$ cat src/rtl/uart_tx_serializer.sv
// UART TX bit engine: pops bytes from the TX FIFO and serialises start/8 data/parity/stop bits on tx_o.
// tx_o changes the cycle after a pop or terminating tick; the FIFO is only popped while idle or on the final stop tick.
module uart_tx_serializer #(
  parameter int NcoW = 16
) (
  input  logic            clk_i,
  input  logic            rst_i,
  input  logic            tx_enable_i,
  input  logic [NcoW-1:0] nco_i,
  input  logic            parity_en_i,
  input  logic            parity_odd_i,
  input  logic            stop2_i,
  input  logic            fifo_rvalid_i,
  output logic            fifo_rready_o,
  input  logic [7:0]      fifo_rdata_i,
  output logic            tx_o,
  output logic            busy_o,
  output logic            frame_done_o
);

  typedef enum logic [2:0] {
    IDLE   = 3'd0,
    START  = 3'd1,
    DATA   = 3'd2,
    PARITY = 3'd3,
    STOP1  = 3'd4,
    STOP2  = 3'd5
  } state_e;

  typedef struct packed {
    logic par_en;
    logic par_bit;
    logic stop2;
  } frame_cfg_t;

  state_e          state_q, state_d;
  logic [NcoW-1:0] acc_q, acc_d;
  logic [NcoW:0]   acc_sum;
  logic [3:0]      sub_q, sub_d;
  logic [7:0]      shift_q, shift_d;
  logic [2:0]      idx_q, idx_d;
  frame_cfg_t      cfg_q, cfg_d;
  logic            tx_q, tx_d;
  logic            busy_q;
  logic            armed_q;
  logic            tick;
  logic            bit_end;
  logic            last_stop;
  logic            end_of_frame;
  logic            pop;

  assign acc_sum      = {1'b0, acc_q} + {1'b0, nco_i};
  assign tick         = acc_sum[NcoW];
  assign bit_end      = tick & (sub_q == 4'd15);
  assign last_stop    = (state_q == STOP2) | ((state_q == STOP1) & ~cfg_q.stop2);
  assign end_of_frame = bit_end & last_stop;

  // armed_q keeps the pop strobe low for the first cycle after reset.
  assign fifo_rready_o = armed_q & ~rst_i & tx_enable_i & ((state_q == IDLE) | end_of_frame);
  assign pop           = fifo_rvalid_i & fifo_rready_o;
  assign frame_done_o  = end_of_frame;
  assign tx_o          = tx_q;
  assign busy_o        = busy_q;

  always_comb begin
    state_d = state_q;
    tx_d    = tx_q;
    shift_d = shift_q;
    idx_d   = idx_q;
    cfg_d   = cfg_q;
    acc_d   = acc_sum[NcoW-1:0];
    sub_d   = tick ? sub_q + 4'd1 : sub_q;

    unique case (state_q)
      IDLE: begin
        tx_d = 1'b1;
      end
      START: begin
        if (bit_end) begin
          state_d = DATA;
          idx_d   = 3'd0;
          tx_d    = shift_q[0];
        end
      end
      DATA: begin
        if (bit_end) begin
          if (idx_q == 3'd7) begin
            state_d = cfg_q.par_en ? PARITY : STOP1;
            tx_d    = cfg_q.par_en ? cfg_q.par_bit : 1'b1;
          end else begin
            idx_d   = idx_q + 3'd1;
            shift_d = shift_q >> 1;
            tx_d    = shift_q[1];
          end
        end
      end
      PARITY: begin
        if (bit_end) begin
          state_d = STOP1;
          tx_d    = 1'b1;
        end
      end
      STOP1: begin
        if (bit_end) begin
          state_d = cfg_q.stop2 ? STOP2 : IDLE;
          tx_d    = 1'b1;
        end
      end
      STOP2: begin
        if (bit_end) begin
          state_d = IDLE;
          tx_d    = 1'b1;
        end
      end
      default: begin
        state_d = IDLE;
        tx_d    = 1'b1;
      end
    endcase

    // A pop overrides the stop-bit exit, giving back-to-back frames with no idle gap.
    if (pop) begin
      state_d       = START;
      tx_d          = 1'b0;
      shift_d       = fifo_rdata_i;
      idx_d         = 3'd0;
      cfg_d.par_en  = parity_en_i;
      cfg_d.par_bit = (^fifo_rdata_i) ^ parity_odd_i;
      cfg_d.stop2   = stop2_i;
      acc_d         = '0;
      sub_d         = 4'd0;
    end
  end

  always_ff @(posedge clk_i) begin
    if (rst_i) begin
      state_q <= IDLE;
      acc_q   <= '0;
      sub_q   <= 4'd0;
      shift_q <= 8'h00;
      idx_q   <= 3'd0;
      cfg_q   <= '0;
      tx_q    <= 1'b1;
      busy_q  <= 1'b0;
      armed_q <= 1'b0;
    end else begin
      state_q <= state_d;
      acc_q   <= acc_d;
      sub_q   <= sub_d;
      shift_q <= shift_d;
      idx_q   <= idx_d;
      cfg_q   <= cfg_d;
      tx_q    <= tx_d;
      busy_q  <= (state_d != IDLE);
      armed_q <= 1'b1;
    end
  end

endmodule

$ cat config.mk
export PLATFORM = sky130hd
export DESIGN_NAME = uart_tx_serializer
export DESIGN_NICKNAME = d
export VERILOG_FILES = /design/src/rtl/uart_tx_serializer.sv
export SDC_FILE = /design/constraint.sdc
export NUM_CORES = 1
export LEC_CHECK = 0
export ABC_AREA = 1
export CAP_MARGIN = 20
export CORE_ASPECT_RATIO = 1.2
export CORE_MARGIN = 2
export CORE_UTILIZATION = 30
export CTS_CLUSTER_SIZE = 14
export DETAILED_ROUTE_END_ITERATION = 10
export PLACE_DENSITY = 0.5
export SLEW_MARGIN = 0
export SYNTH_ARGS = -nofsm -noshare
export SYNTH_HDL_FRONTEND = slang
export SYNTH_SLANG_ARGS = --single-unit
$ cat constraint.sdc
create_clock -name clk_i -period 8.13 [get_ports clk_i]
set_clock_uncertainty 0.15 [all_clocks]
set_input_delay 2.439 -clock clk_i [delete_from_list [all_inputs] [get_ports clk_i]]
set_output_delay 2.439 -clock clk_i [all_outputs]
set_load 0.02 [all_outputs]
==> results.toml, run 1 <==
[power]
powerDensity_nw_per_um2 = 211
leakage_nw = 1.39
vdd_drop_max_uv = 59.5
power.total_mw = 0.628

[floorplan]
initial_core_util = 0.306
die_area_um2 = 8910
num_rows = 36
ios = 35
die_y_um = 103
coreArea_um2 = 8020
die_x_um = 86.5

[routing]
wl_per_cell_um = 11.0
routed_wl_mm = 5.24
drtIter0Drc = 55
first_pass_iters = 4
drc = 0
ant_nets = 0
vias_per_cell = 4.65
via_count = 2213

[synth]
synth_top_family_by_area = "simple AND/OR/NAND/NOR gates"
ys_types = 34
synth-adder-area-share = 0.105
syn_avg_cell_area_um2 = 7.15
synth-xor-area-share = 0.0465
synth-seq-cells = 40
synthMuxAreaShare = 0
synthCells = 343
synth_area_um2 = 2450
synth_compound_area_frac = 0.116
synthSimpleGateAreaFrac = 0.334
ys_warn_count = 0
async_reset_ff_frac = 0
synth_ff_type = "dfxtp_1"
seq_area_frac_synth = 0.327
syn_nets = 394
synth_edf_count = 0

[clocking]
ctsResizeCount = 0
cts_setup_buffers = 0
clk_latency_ps = 290
cts_max_level = 2
clock_sinks = 40
cts_tree = "done"
path_clk_slew_ps = 80
cts_buffers = 5
hold_buffers = 0
cts_root_buffer = "clkbuf_8"
clk_path_buf_depth = 2

[sta]
finalCritPeriodShare = 0.920
setup_violations = 0
timing.fmax_mhz = 134
fin_crit_ps = 7480
setup_tns_ps = 0
final-hold-violation-count = 0
worst_pin_slew_ps = 518
rsz0062_at_grt = "false"
worst_slack_ps = 649
slew_headroom = 0.653
slew_violations = 0
whs_ps = 325

[layout]
drive_gt1_frac = 0.0761
multi_input_area_um2 = 1480
syn2layout_area_growth_pct = 21.6
layout_common_cells = "nand2_1, dfxtp_1, inv_1"
fill_cells = 886
layout_commonest_cell = "nand2_1"
finalNetCount = 431
seq_area_um2 = 801
antenna_cells = 0

[setup_path]
critPathMaxStageDelay_ps = 670
path_cells = "clkdlybuf4s50_1 > ha_1 > fa_1 > nand2_1 > nand2_1 > nand3_1 > nand2_2 > nand2_2 > nand2_4 > nand3_2 > a21boi_0 > clkdlybuf4s50_1"
startpoint_type = "input port"
worstPathArrival_ps = 4890
r2r_cells = 15
crit_required_ps = 5540
cp-end-kind = "output pin"
reg2reg_slack_ps = 5240
critPathMaxFanout = 8
worstReg2RegStart = "acc_q[0]"
crit_start = "nco_i[0]"
slowest_stage = "clkdlybuf4s50_1"
crit_type = "in -> out"
r2r_end = "shift_q[4]"

[placed_design]
pre_cts_ws_ps = 634
gp_congestion = 0.779
hpwl_mm = 3.97
port_buffers = 34

[min_path]
min_path_type = "reg -> reg"
min_to = "cfg_q[1]"
hp-start = "cfg_q[1]"
holdPathStages = 2

[status]
outcome = "finished clean"

[grt]
grtUsageTotal = 0.129
grt_overflow = 0
grt_max_degree = 25
antenna_found_initial = 0
grt_pass1_vias = 2205
grt_pass1_wl_mm = 9.23

[job]
drv_cap = 0
## final cells by class
class,count,area share
clock buffer,8,0.0302
inverter,39,0.0499
timing repair buffer,35,0.117
sequential,40,0.269
tap,95,0.0399
multi-input combinational,259,0.495
## state kept, by name (all words and copies together), names as in the netlist
name and flops:
acc_q 16, sub_q 4, busy_o 1, shift_q 8, idx_q 3, armed_q 1
state_q 3, tx_o 1, cfg_q 3
## synthesized netlist by cell type (4+ instances only)
master   count  area share
a31oi_1      5       0.013
nand2_1     81        0.12
inv_1       38       0.058
ha_1        19       0.097
nor2_1      29       0.044
xnor2_1      6       0.021
o21ai_0      8       0.016
a21oi_1     28       0.057
dfxtp_1     40        0.33
nand2_2      4       0.010
xor2_1       7       0.025
or2_2        8       0.020
nand3_1     34       0.069
## critical path, delay by kind of cell
family | cells | cell delay, ps
buffers and inverters | 2 | 1130
adders and majority gates | 2 | 370
and+or+nand+nor | 7 | 660
AOI/OAI and AO/OA | 1 | 290
## per-stage QoR
stage	cells	utilization	instance area, um^2
after floorplan	343	-	2450
after global placement	468	0.361	2890
after detailed placement	468	0.361	2890
after CTS	476	0.372	2980
after global routing	476	0.372	2980
final	476	0.372	2980
## cells by family (layout without fill, tap and decap cells)
kind of cell / Yosys count / after routing
compound gates: 51 / 51
xor+xnor: 13 / 13
fa+ha+maj: 20 / 20
buf+inv: 44 / 82
flops: 40 / 40
simple gates: 175 / 175
## metal layers
layer	track usage	vias to the layer above	share of wire
li1	-	1197	-
met1	0.147	978	0.47
met2	0.236	32	0.48
met3	0.0280	6	0.034
met4	0.0433	0	0.014
met5	0	-	0
## how the worst max path moves through the flow
stage | end | cells past startpoint
after floorplan | fifo_rready_o | 9
after global placement | fifo_rready_o | 12
after detailed placement | fifo_rready_o | 12
after CTS | fifo_rready_o | 12
after global routing | fifo_rready_o | 11
final | fifo_rready_o | 12
## where the power goes
part / internal [mW] / switching [mW] / total, mW
combinational: 0.108 / 0.142 / 0.250
sequential: 0.226 / 0.0108 / 0.237
clock: 0.0694 / 0.0720 / 0.141
total: 0.403 / 0.225 / 0.628
Note: power is estimated with default switching activity, not from simulation.
==> run 2, diff against run 1 <==
==> constraint.sdc (replaced) <==
create_clock -name clk_i -period 8.4 [get_ports clk_i]
set_clock_uncertainty 0.15 [all_clocks]
set_input_delay 2.52 -clock clk_i [delete_from_list [all_inputs] [get_ports clk_i]]
set_output_delay 2.52 -clock clk_i [all_outputs]
set_load 0.02 [all_outputs]
==> results.toml, run 2 (synthesis results as in run 1) <==
[layout]
largest_reg_flops = 16
syn2layout_area_growth_pct = 21.6
layout_commonest_cell = "nand2_1"
fill_cells = 885
largest-register = "acc_q"
layout_common_cells = "nand2_1, dfxtp_1, inv_1"
reg_top3 = "acc_q x16, shift_q x8, sub_q x4"
finalNetCount = 431
drive_gt1_frac = 0.0761
antenna_cells = 0

[floorplan]
ios = 35
initial_core_util = 0.306
die_y_um = 103
die_x_um = 86.5
num_rows = 36
die_area_um2 = 8910
coreArea_um2 = 8020

[placed_design]
port_buffers = 34
gp_congestion = 0.779
hpwl_mm = 4.00

[sta]
finalCritPeriodShare = 0.910
final-hold-violation-count = 0
slew_headroom = 0.664
setup_violations = 0
whs_ps = 321
slew_violations = 0
rsz0062_at_grt = "false"
worst_pin_slew_ps = 502
fin_crit_ps = 7650
setup_tns_ps = 0
timing.fmax_mhz = 131

[clocking]
cts_buffers = 5
clk_latency_ps = 300
path_clk_slew_ps = 80
cts_root_buffer = "clkbuf_8"
cts_setup_buffers = 0
clock_sinks = 40
cts_max_level = 2
hold_buffers = 0
ctsResizeCount = 0
cts_tree = "done"
clk_path_buf_depth = 2

[setup_path]
crit_type = "in -> out"
crit_required_ps = 5730
slowest_stage = "clkdlybuf4s50_1"
worstPathArrival_ps = 4980
critPathMaxStageDelay_ps = 670
startpoint_type = "input port"
path_cells = "clkdlybuf4s50_1 > ha_1 > fa_1 > nand2_1 > nand2_1 > nand3_1 > nand2_2 > nand2_2 > nand2_4 > nand3_2 > a21boi_0 > clkdlybuf4s50_1"
critPathMaxFanout = 8
cp-end-kind = "output pin"
reg2reg_slack_ps = 5540

[grt]
antenna_found_initial = 0
grt_overflow = 0
grt_pass1_vias = 2174
grtUsageTotal = 0.128
grt_max_degree = 25
grt_pass1_wl_mm = 9.13

[routing]
drc = 0
vias_per_cell = 4.68
via_count = 2227
wl_per_cell_um = 11.1
routed_wl_mm = 5.26
first_pass_iters = 4
ant_nets = 0
drtIter0Drc = 52

[job]
drv_cap = 0

[power]
powerDensity_nw_per_um2 = 203
vdd_drop_max_uv = 64.4
leakage_nw = 1.39
power.total_mw = 0.606

[min_path]
min_path_type = "reg -> reg"

[status]
outcome = "finished clean"
-- run 2: layout make-up --
cell class              count  area, um^2  area share
multi-input cells         259        1480       0.495
flip-flops and latches     40         801       0.269
repair buffers             35         348       0.117
inverters                  39         149      0.0499
well taps                  95         119      0.0399
clock buffers               8        90.1      0.0302
-- run 2: stage by stage --
stage	utilization	setup WS (ps)	cells	cell area, um^2
finish	0.372	754	476	2980
global route	0.372	494	476	2980
CTS	0.372	714	476	2980
detailed placement	0.361	734	468	2890
global placement	0.361	742	468	2890
floorplan	-	1660	343	2450
-- run 2: path summary, 6_finish.rpt --
check / startpoint / end / cells past startpoint
worst min register to register: idx_q[2] / idx_q[2] / 2
worst max-delay path: nco_i[0] / fifo_rready_o / 12
worst max register to register: acc_q[14] / shift_q[4] / 14
worst min-delay path: idx_q[2] / idx_q[2] / 2
-- run 2: critical path, delay by kind of cell --
| family | cells | cell delay [ps] |
|---|---|---|
| buf+inv | 2 | 1130 |
| simple gates | 7 | 670 |
| fa+ha+maj | 2 | 370 |
| compound gates | 1 | 290 |
-- run 2: routing by layer --
metal	global-route usage	up-vias	wire length, um
met1	0.146	991	2410
met4	0.0517	0	105
met2	0.229	36	2550
met3	0.0304	7	197
li1	-	1193	-
met5	0	-	0
-- run 2: report_power, final --
group,switching [mW],leakage [nW],internal [mW]
clock,0.0682,0.0455,0.0671
sequential,0.0105,0.328,0.219
combinational,0.137,1.01,0.104
==> run 3, diff against run 2 <==
--- a/config.mk
+++ b/config.mk
@@ -10,6 +10,7 @@
 export CORE_ASPECT_RATIO = 1.2
 export CORE_MARGIN = 2
 export CORE_UTILIZATION = 30
+export CTS_BUF_LIST = sky130_fd_sc_hd__clkbuf_2
 export CTS_CLUSTER_SIZE = 14
 export DETAILED_ROUTE_END_ITERATION = 10
 export PLACE_DENSITY = 0.5
==> results.toml, run 3 (synthesis results as in run 1) <==
[placed_design]
port_buffers = 34
gp_congestion = 0.779
hpwl_mm = 4.00

[layout]
largest-register = "acc_q"
finalNetCount = 431
drive_gt1_frac = 0.0787
syn2layout_area_growth_pct = 19.6
largest_reg_flops = 16
antenna_cells = 0
layout_commonest_cell = "nand2_1"
fill_cells = 888
layout_common_cells = "nand2_1, dfxtp_1, inv_1"
reg_top3 = "acc_q x16, shift_q x8, sub_q x4"

[clocking]
clk_path_buf_depth = 2
path_clk_slew_ps = 190
ctsResizeCount = 0
clock_sinks = 40
cts_root_buffer = "clkbuf_2"
clk_latency_ps = 400
cts_tree = "done"
cts_setup_buffers = 0
cts_buffers = 5
cts_max_level = 2
hold_buffers = 0

[routing]
routed_wl_mm = 5.25
vias_per_cell = 4.66
drtIter0Drc = 74
via_count = 2217
drc = 0
first_pass_iters = 4
wl_per_cell_um = 11.0
ant_nets = 0

[sta]
timing.fmax_mhz = 131
final-hold-violation-count = 0
slew_violations = 0
setup_violations = 0
slew_headroom = 0.663
fin_crit_ps = 7650
finalCritPeriodShare = 0.910
rsz0062_at_grt = "false"
worst_pin_slew_ps = 503
setup_tns_ps = 0

[power]
leakage_nw = 1.37
powerDensity_nw_per_um2 = 191
power.total_mw = 0.558
vdd_drop_max_uv = 50.4

[setup_path]
critPathMaxStageDelay_ps = 670
crit_type = "in -> out"
critPathBufInv = 2
critPathMaxFanout = 8
startpoint_type = "input port"
crit_family = "buffers and inverters"
crit_required_ps = 5730
cp-end-kind = "output pin"
worstPathArrival_ps = 4980
path_cells = "clkdlybuf4s50_1 > ha_1 > fa_1 > nand2_1 > nand2_1 > nand3_1 > nand2_2 > nand2_2 > nand2_4 > nand3_2 > a21boi_0 > clkdlybuf4s50_1"
slowest_stage = "clkdlybuf4s50_1"

[floorplan]
die_area_um2 = 8910
ios = 35
die_y_um = 103
coreArea_um2 = 8020
die_x_um = 86.5
initial_core_util = 0.306
num_rows = 36

[min_path]
min_path_type = "reg -> reg"

[status]
outcome = "finished clean"

[grt]
grt_overflow = 0
grt_max_degree = 25
grt_pass1_vias = 2156
grt_pass1_wl_mm = 9.09
grtUsageTotal = 0.126
antenna_found_initial = 0

[job]
drv_cap = 0
[run 3: cell count changes in the layout (fill, tap and decap cells not counted)]
| cell | before | now |
|---|---|---|
| clkinv_1 | 0 | 1 |
| clkbuf_8 | 6 | 0 |
| clkbuf_1 | 2 | 0 |
| clkbuf_2 | 0 | 7 |
[run 3: worst reg2reg max path: stages (launching register included)]
cell and delay [ps]:
dfxtp_1 350, ha_1 190, fa_1 390, nand2_1 80
nand2_1 70, nand3_1 90, nand2_2 90, nand2_2 110
nand2_4 100, nand3_2 110, nand2_1 70, nand3_2 270
nand2_2 390, inv_1 220, nand3_1 90, nand2_1 80
[run 3: worst paths after layout]
kind	slack (ps)	from	cells past startpoint	endpoint
setup / recovery	750	nco_i[0]	12	fifo_rready_o
hold / removal	330	cfg_q[1]	2	cfg_q[1]
setup reg to reg	5500	acc_q[0]	15	shift_q[4]
hold reg to reg	330	cfg_q[1]	2	cfg_q[1]
[run 3: layer usage]
layer / track usage / wire length, um / up-vias
li1: - / - / 1192
met1: 0.148 / 2450 / 986
met2: 0.225 / 2540 / 33
met3: 0.0280 / 189 / 6
met4: 0.0409 / 71 / 0
met5: 0 / 0 / -
[run 3: final cells by class]
class,instances,area (um^2),share of cell area
well taps,95,119,0.0406
inverters,39,149,0.0508
clock inverters,1,3.75,0.00128
repair buffers,35,348,0.119
multi-input cells,259,1480,0.503
flip-flops and latches,40,801,0.273
clock buffers,7,35.0,0.0120
[run 3: through the flow]
stage | utilization | setup WS (ps) | area, um^2 | hold WS, ps | cells
2_1_floorplan | - | 1660 | 2450 | 284 | 343
3_3_place_gp | 0.361 | 742 | 2890 | 307 | 468
3_5_place_dp | 0.361 | 734 | 2890 | 312 | 468
4_1_cts | 0.365 | 714 | 2930 | 338 | 476
5_1_grt | 0.365 | 494 | 2930 | 352 | 476
6_report | 0.365 | 754 | 2930 | 332 | 476
[run 3: power by group]
part	total [mW]	switching [mW]	leakage [nW]	internal, mW
Combinational	0.242	0.137	1.01	0.104
Clock	0.0874	0.0651	0.0306	0.0223
Sequential	0.229	0.0105	0.328	0.219
